`src/rtl/yutorina_bus_if.sv`:
```
// CPU-stage memory access unit: SPM hits complete combinationally with zero wait states;
// other accesses run a req/grant/strobe/ready bus cycle, and busy stalls the pipe until ready or timeout.
module yutorina_bus_if #(
  parameter int ADDR_W     = 30,
  parameter int DATA_W     = 32,
  parameter int SPM_ADDR_W = 12,
  parameter logic [ADDR_W-SPM_ADDR_W-1:0] SPM_BASE = 18'h00200,
  parameter int TIMEOUT    = 255
) (
  input  logic                  clk,
  input  logic                  rst,
  input  logic                  stall,
  input  logic                  flush,
  input  logic                  req_as_,
  input  logic [ADDR_W-1:0]     req_addr,
  input  logic                  req_rw,
  input  logic [DATA_W-1:0]     req_wr_data,
  output logic [DATA_W-1:0]     rd_data,
  output logic                  busy,
  output logic                  err,
  output logic [SPM_ADDR_W-1:0] spm_addr,
  output logic                  spm_as_,
  output logic                  spm_rw,
  output logic [DATA_W-1:0]     spm_wr_data,
  input  logic [DATA_W-1:0]     spm_rd_data,
  output logic                  bus_req_,
  input  logic                  bus_grnt_,
  output logic [ADDR_W-1:0]     bus_addr,
  output logic                  bus_as_,
  output logic                  bus_rw,
  output logic [DATA_W-1:0]     bus_wr_data,
  input  logic [DATA_W-1:0]     bus_rd_data,
  input  logic                  bus_rdy_
);

  typedef enum logic [2:0] {
    IDLE   = 3'd0,
    REQ    = 3'd1,
    ACCESS = 3'd2,
    WAIT   = 3'd3,
    STALL  = 3'd4
  } state_t;

  localparam logic [15:0] TO_LAST = 16'(TIMEOUT - 1);

  state_t              state_q, state_d;
  logic                bus_req_q, bus_req_d;
  logic                bus_as_q, bus_as_d;
  logic [ADDR_W-1:0]   bus_addr_q, bus_addr_d;
  logic                bus_rw_q, bus_rw_d;
  logic [DATA_W-1:0]   bus_wr_data_q, bus_wr_data_d;
  logic [DATA_W-1:0]   rd_buf_q, rd_buf_d;
  logic [15:0]         cnt_q, cnt_d;

  logic                hit;
  logic                busy_c;
  logic                spm_as_c;
  logic                err_c;
  logic [DATA_W-1:0]   rd_data_c;

  assign hit         = (req_addr[ADDR_W-1:SPM_ADDR_W] == SPM_BASE);
  assign spm_addr    = req_addr[SPM_ADDR_W-1:0];
  assign spm_rw      = req_rw;
  assign spm_wr_data = req_wr_data;

  always_comb begin
    state_d       = state_q;
    bus_addr_d    = bus_addr_q;
    bus_rw_d      = bus_rw_q;
    bus_wr_data_d = bus_wr_data_q;
    rd_buf_d      = rd_buf_q;
    cnt_d         = cnt_q;
    busy_c        = 1'b0;
    spm_as_c      = 1'b1;
    err_c         = 1'b0;
    rd_data_c     = '0;

    case (state_q)
      IDLE: begin
        if (!req_as_ && !flush) begin
          if (hit) begin
            spm_as_c  = 1'b0;
            rd_data_c = req_rw ? spm_rd_data : '0;
          end else begin
            busy_c        = 1'b1;
            bus_addr_d    = req_addr;
            bus_rw_d      = req_rw;
            bus_wr_data_d = req_rw ? '0 : req_wr_data;
            state_d       = REQ;
          end
        end
      end
      REQ: begin
        busy_c = 1'b1;
        if (flush) begin
          state_d = IDLE;
        end else if (!bus_grnt_) begin
          state_d = ACCESS;
        end
      end
      ACCESS: begin
        busy_c  = 1'b1;
        cnt_d   = '0;
        state_d = WAIT;
      end
      WAIT: begin
        // Ready is checked before the timeout so a same-cycle ready still completes cleanly.
        if (!bus_rdy_) begin
          rd_data_c = bus_rw_q ? bus_rd_data : '0;
          rd_buf_d  = bus_rw_q ? bus_rd_data : '0;
          state_d   = stall ? STALL : IDLE;
        end else if (cnt_q == TO_LAST) begin
          err_c    = 1'b1;
          rd_buf_d = '0;
          state_d  = IDLE;
        end else begin
          busy_c = 1'b1;
          cnt_d  = cnt_q + 16'd1;
        end
      end
      STALL: begin
        rd_data_c = rd_buf_q;
        if (!stall) begin
          state_d = IDLE;
        end
      end
      default: state_d = IDLE;
    endcase

    // Bus handshake lines follow the state being entered, so they change right at the edge.
    bus_req_d = !((state_d == REQ) || (state_d == ACCESS) || (state_d == WAIT));
    bus_as_d  = (state_d != ACCESS);
  end

  always_ff @(posedge clk or posedge rst) begin
    if (rst) begin
      state_q       <= IDLE;
      bus_req_q     <= 1'b1;
      bus_as_q      <= 1'b1;
      bus_addr_q    <= '0;
      bus_rw_q      <= 1'b1;
      bus_wr_data_q <= '0;
      rd_buf_q      <= '0;
      cnt_q         <= '0;
    end else begin
      state_q       <= state_d;
      bus_req_q     <= bus_req_d;
      bus_as_q      <= bus_as_d;
      bus_addr_q    <= bus_addr_d;
      bus_rw_q      <= bus_rw_d;
      bus_wr_data_q <= bus_wr_data_d;
      rd_buf_q      <= rd_buf_d;
      cnt_q         <= cnt_d;
    end
  end

  // Pipeline-facing outputs are forced quiet while reset is held, whatever the request inputs do.
  assign busy        = busy_c & ~rst;
  assign spm_as_     = spm_as_c | rst;
  assign err         = err_c & ~rst;
  assign rd_data     = rst ? '0 : rd_data_c;
  assign bus_req_    = bus_req_q;
  assign bus_as_     = bus_as_q;
  assign bus_addr    = bus_addr_q;
  assign bus_rw      = bus_rw_q;
  assign bus_wr_data = bus_wr_data_q;

endmodule

```
`config.mk`:
```
export PLATFORM = sky130hd
export DESIGN_NAME = yutorina_bus_if
export DESIGN_NICKNAME = d
export VERILOG_FILES = /design/src/rtl/yutorina_bus_if.sv
export SDC_FILE = /design/constraint.sdc
export NUM_CORES = 1
export LEC_CHECK = 0
export ABC_AREA = 1
export CORE_UTILIZATION = 39
export CTS_CLUSTER_SIZE = 25
export DETAILED_ROUTE_END_ITERATION = 12
export PLACE_DENSITY = 0.83
export SLEW_MARGIN = 10
export SYNTH_ARGS = -nofsm -noshare
export SYNTH_HDL_FRONTEND = slang
export SYNTH_SLANG_ARGS = --single-unit
```
`constraint.sdc`:
```
create_clock -name clk -period 5.2 [get_ports clk]
set_clock_uncertainty 0.1 [all_clocks]
set_input_delay 1.3 -clock clk [delete_from_list [all_inputs] [get_ports clk]]
set_output_delay 1.3 -clock clk [all_outputs]
set_load 0.005 [all_outputs]
```
==> impl_metrics.tcl <==
set metrics [dict create \
    status "completed" \
    synth_area_leaders "dfrtp_1 43%, nand2_1 21%, nand3_1 7.0%" \
    cts_hold_buffers 0 \
    insertion_delay_ns 0.42 \
    synth_top_area_cell "dfrtp_1" \
    syn_inst 907 \
    tns_ns 0 \
    drtIter0Drc 363 \
    die_w_um 131.1 \
    place_congestion 0.8556 \
    grt_pass1_vias 6370 \
    synth_edf_count 0 \
    wl_per_cell_um 14.77 \
    cts-root-buf "clkbuf_16" \
    fin_crit_ns 4.797 \
    synth_common_cells "363 x nand2_1, 113 x dfrtp_1, 92 x inv_1" \
    synth_ff_type "dfrtp_1" \
    ys_seq_area_frac 0.4470 \
    cts.path.max_buffers 2 \
    intPower_uw 2801 \
    drv_cap 0 \
    cp.arrival_ns 3.40 \
    slew_viol_final 0 \
    slew_headroom 0.2988 \
    die_area_um2 17190 \
    startpoint_type "input port" \
    cts_resized 0 \
    layout-drive-gt1-share 0.04934 \
    post_cts_buffers 0 \
    leakagePower_uw 0.004737 \
    diodes 0 \
    finalSetupViolCount 0 \
    seq_area_um2 2907 \
    num_io_pins 279 \
    nets 1259 \
    core_area_um2 16060 \
    row_count 46 \
    worst_ep_required_time_ns 3.80 \
    netlist_area_um2 6502 \
    cp_slowest_cell "clkdlybuf4s50_1" \
    wl_mm 19.95 \
    multi_input_area_um2 2690 \
    seq_power_share 0.375 \
    drc_errors 0 \
    syn_nets 1043 \
    grt_max_degree 72 \
    hold_class "flop to flop" \
    dp_hpwl_mm 14.07 \
    synth_top_area_share 0.4349 \
    synthToLayoutAreaGrowth_pct 49.09 \
    clock.fmax_ghz 0.2085 \
    crit_top_cell "nor2_1" \
    viasPerCell 4.856 \
    max_stage_delay_ns 0.46 \
    grt_pass1_wl_mm 31.83 \
    dr.pass1.iters 4 \
    grt_use_total 0.2331 \
    worstMarginPinSlew_ns 1.051 \
    ys_ff_latch 116 \
    p_clk_frac 0.297 \
    path_class "input port to output pin" \
    path_max_fanout 33 \
    clock_sinks 116 \
    swShare 0.3087 \
    ys_types 26 \
    synth_most_common_cell "nand2_1" \
    fillers 1386 \
    cts_tree "yes" \
    antenna_found_initial 0 \
    power.density_nw_per_um2 418.0 \
    fin_util 0.6037 \
    start_util 0.4049 \
    htree_levels 4 \
    cp_cell_sequence "clkdlybuf4s50_1 > nor2_1 > nand3_1 > nor2_2 > buf_4 > nand2_1 > nand2_4 > nand2_1 > nor2_1 > nor2_1 > clkdlybuf4s50_1" \
    p_sw_uw 1251 \
    postRouteAntennaNets 0 \
    finalHoldViolations 0 \
    async_reset_ff_frac 1.000 \
    worst_setup_path_end_kind "output pin" \
    overflow 0 \
    period_share 0.9226 \
    yosys_warnings 0 \
    vias 6560 \
    power_frac_comb 0.328 \
    rsz0062_at_grt "false" \
    cts-buffers-inserted 17 \
    postSynthAreaPerCell_um2 7.169 \
    path_clk_slew_ns 0.05 \
    ir_drop_v 0.0002626 \
    io_buffers 278 \
    die_h_um 131.1 \
]
critical path, delay by kind of cell:
family	cells	cell delay [ns]
buffers and inverters	3	1.20
AND/OR/NAND/NOR	8	0.89
placed cells by master (no fill, tap or decap), types with 4 or more instances in the layout:
| cell type | instances |
|---|---|
| nand2_1 | 363 |
| clkdlybuf4s50_1 | 278 |
| dfrtp_1 | 113 |
| inv_1 | 91 |
| nand3_1 | 90 |
| nand4_1 | 38 |
| nor2_1 | 36 |
| a21oi_1 | 33 |
| clkbuf_16 | 17 |
| o21ai_0 | 14 |
| buf_4 | 12 |
| xor2_1 | 7 |
| clkinvlp_4 | 4 |
| clkbuf_1 | 4 |
| bufinv_16 | 4 |
cells by family (layout without fill, tap and decap cells):
group,Yosys count,after routing,synth area share
AO/OA/AOI/OAI,54,54,0.04445
XOR/XNOR,7,7,0.009429
adder cells (fa/ha/maj),2,2,0.003848
buffers and inverters,187,415,0.1410
flip-flops,116,116,0.4470
AND/OR/NAND/NOR,541,541,0.3542
per-layer routing:
layer | share of wire | global-route usage
met1 | 0.40 | 0.2727
met3 | 0.082 | 0.07562
met5 | 0 | 0
met2 | 0.49 | 0.3883
met4 | 0.032 | 0.1052
power by group through the flow:
stage	sequential [uW]	clock, uW	combinational (uW)
finish	1520	1200	1330
global route	1560	1270	1460
CTS	1520	1220	1340
detailed placement	1510	0	1340
global placement	1510	0	1310
floorplan	1470	0	563
cell type report:
| type | count | area share |
|---|---|---|
| clock inverters | 10 | 0.01626 |
| well taps | 216 | 0.02788 |
| repair buffers | 290 | 0.2963 |
| inverters | 94 | 0.03678 |
| flip-flops and latches | 116 | 0.2998 |
| clock buffers | 21 | 0.04543 |
| multi-input cells | 604 | 0.2775 |
worst paths after layout:
kind,startpoint,endpoint,slack (ns),cells past startpoint
min in group asynchronous,rst,rd_buf_q[5],1.68,4
min,bus_addr[9],bus_addr[9],0.38,2
max reg2reg,state_q[0],bus_wr_data[29],2.73,8
min reg2reg,bus_addr[9],bus_addr[9],0.38,2
max,req_addr[24],busy,0.40,11
max in group asynchronous,rst,cnt_q[15],2.00,5
metrics by stage:
stage | cell area (um2) | setup slack, ns | total power (uW) | hold slack [ns] | instances
after floorplan | 6506 | 0.08554 | 2035 | 0.3690 | 907
after global placement | 9091 | 0.4038 | 2815 | 0.3628 | 1320
after detailed placement | 9091 | 0.3771 | 2851 | 0.3682 | 1320
after CTS | 9689 | 0.3740 | 4084 | 0.3862 | 1351
after global routing | 9694 | 0.1915 | 4294 | 0.3934 | 1351
final | 9694 | 0.4027 | 4052 | 0.3811 | 1351
state kept, by name, indices dropped and copies added (netlist names):
name         count
bus_addr        30
bus_as_          1
bus_req_         1
bus_rw           1
bus_wr_data     32
cnt_q           16
rd_buf_q        32
state_q          3
No activity file was read; power rests on OpenSTA's default activity.
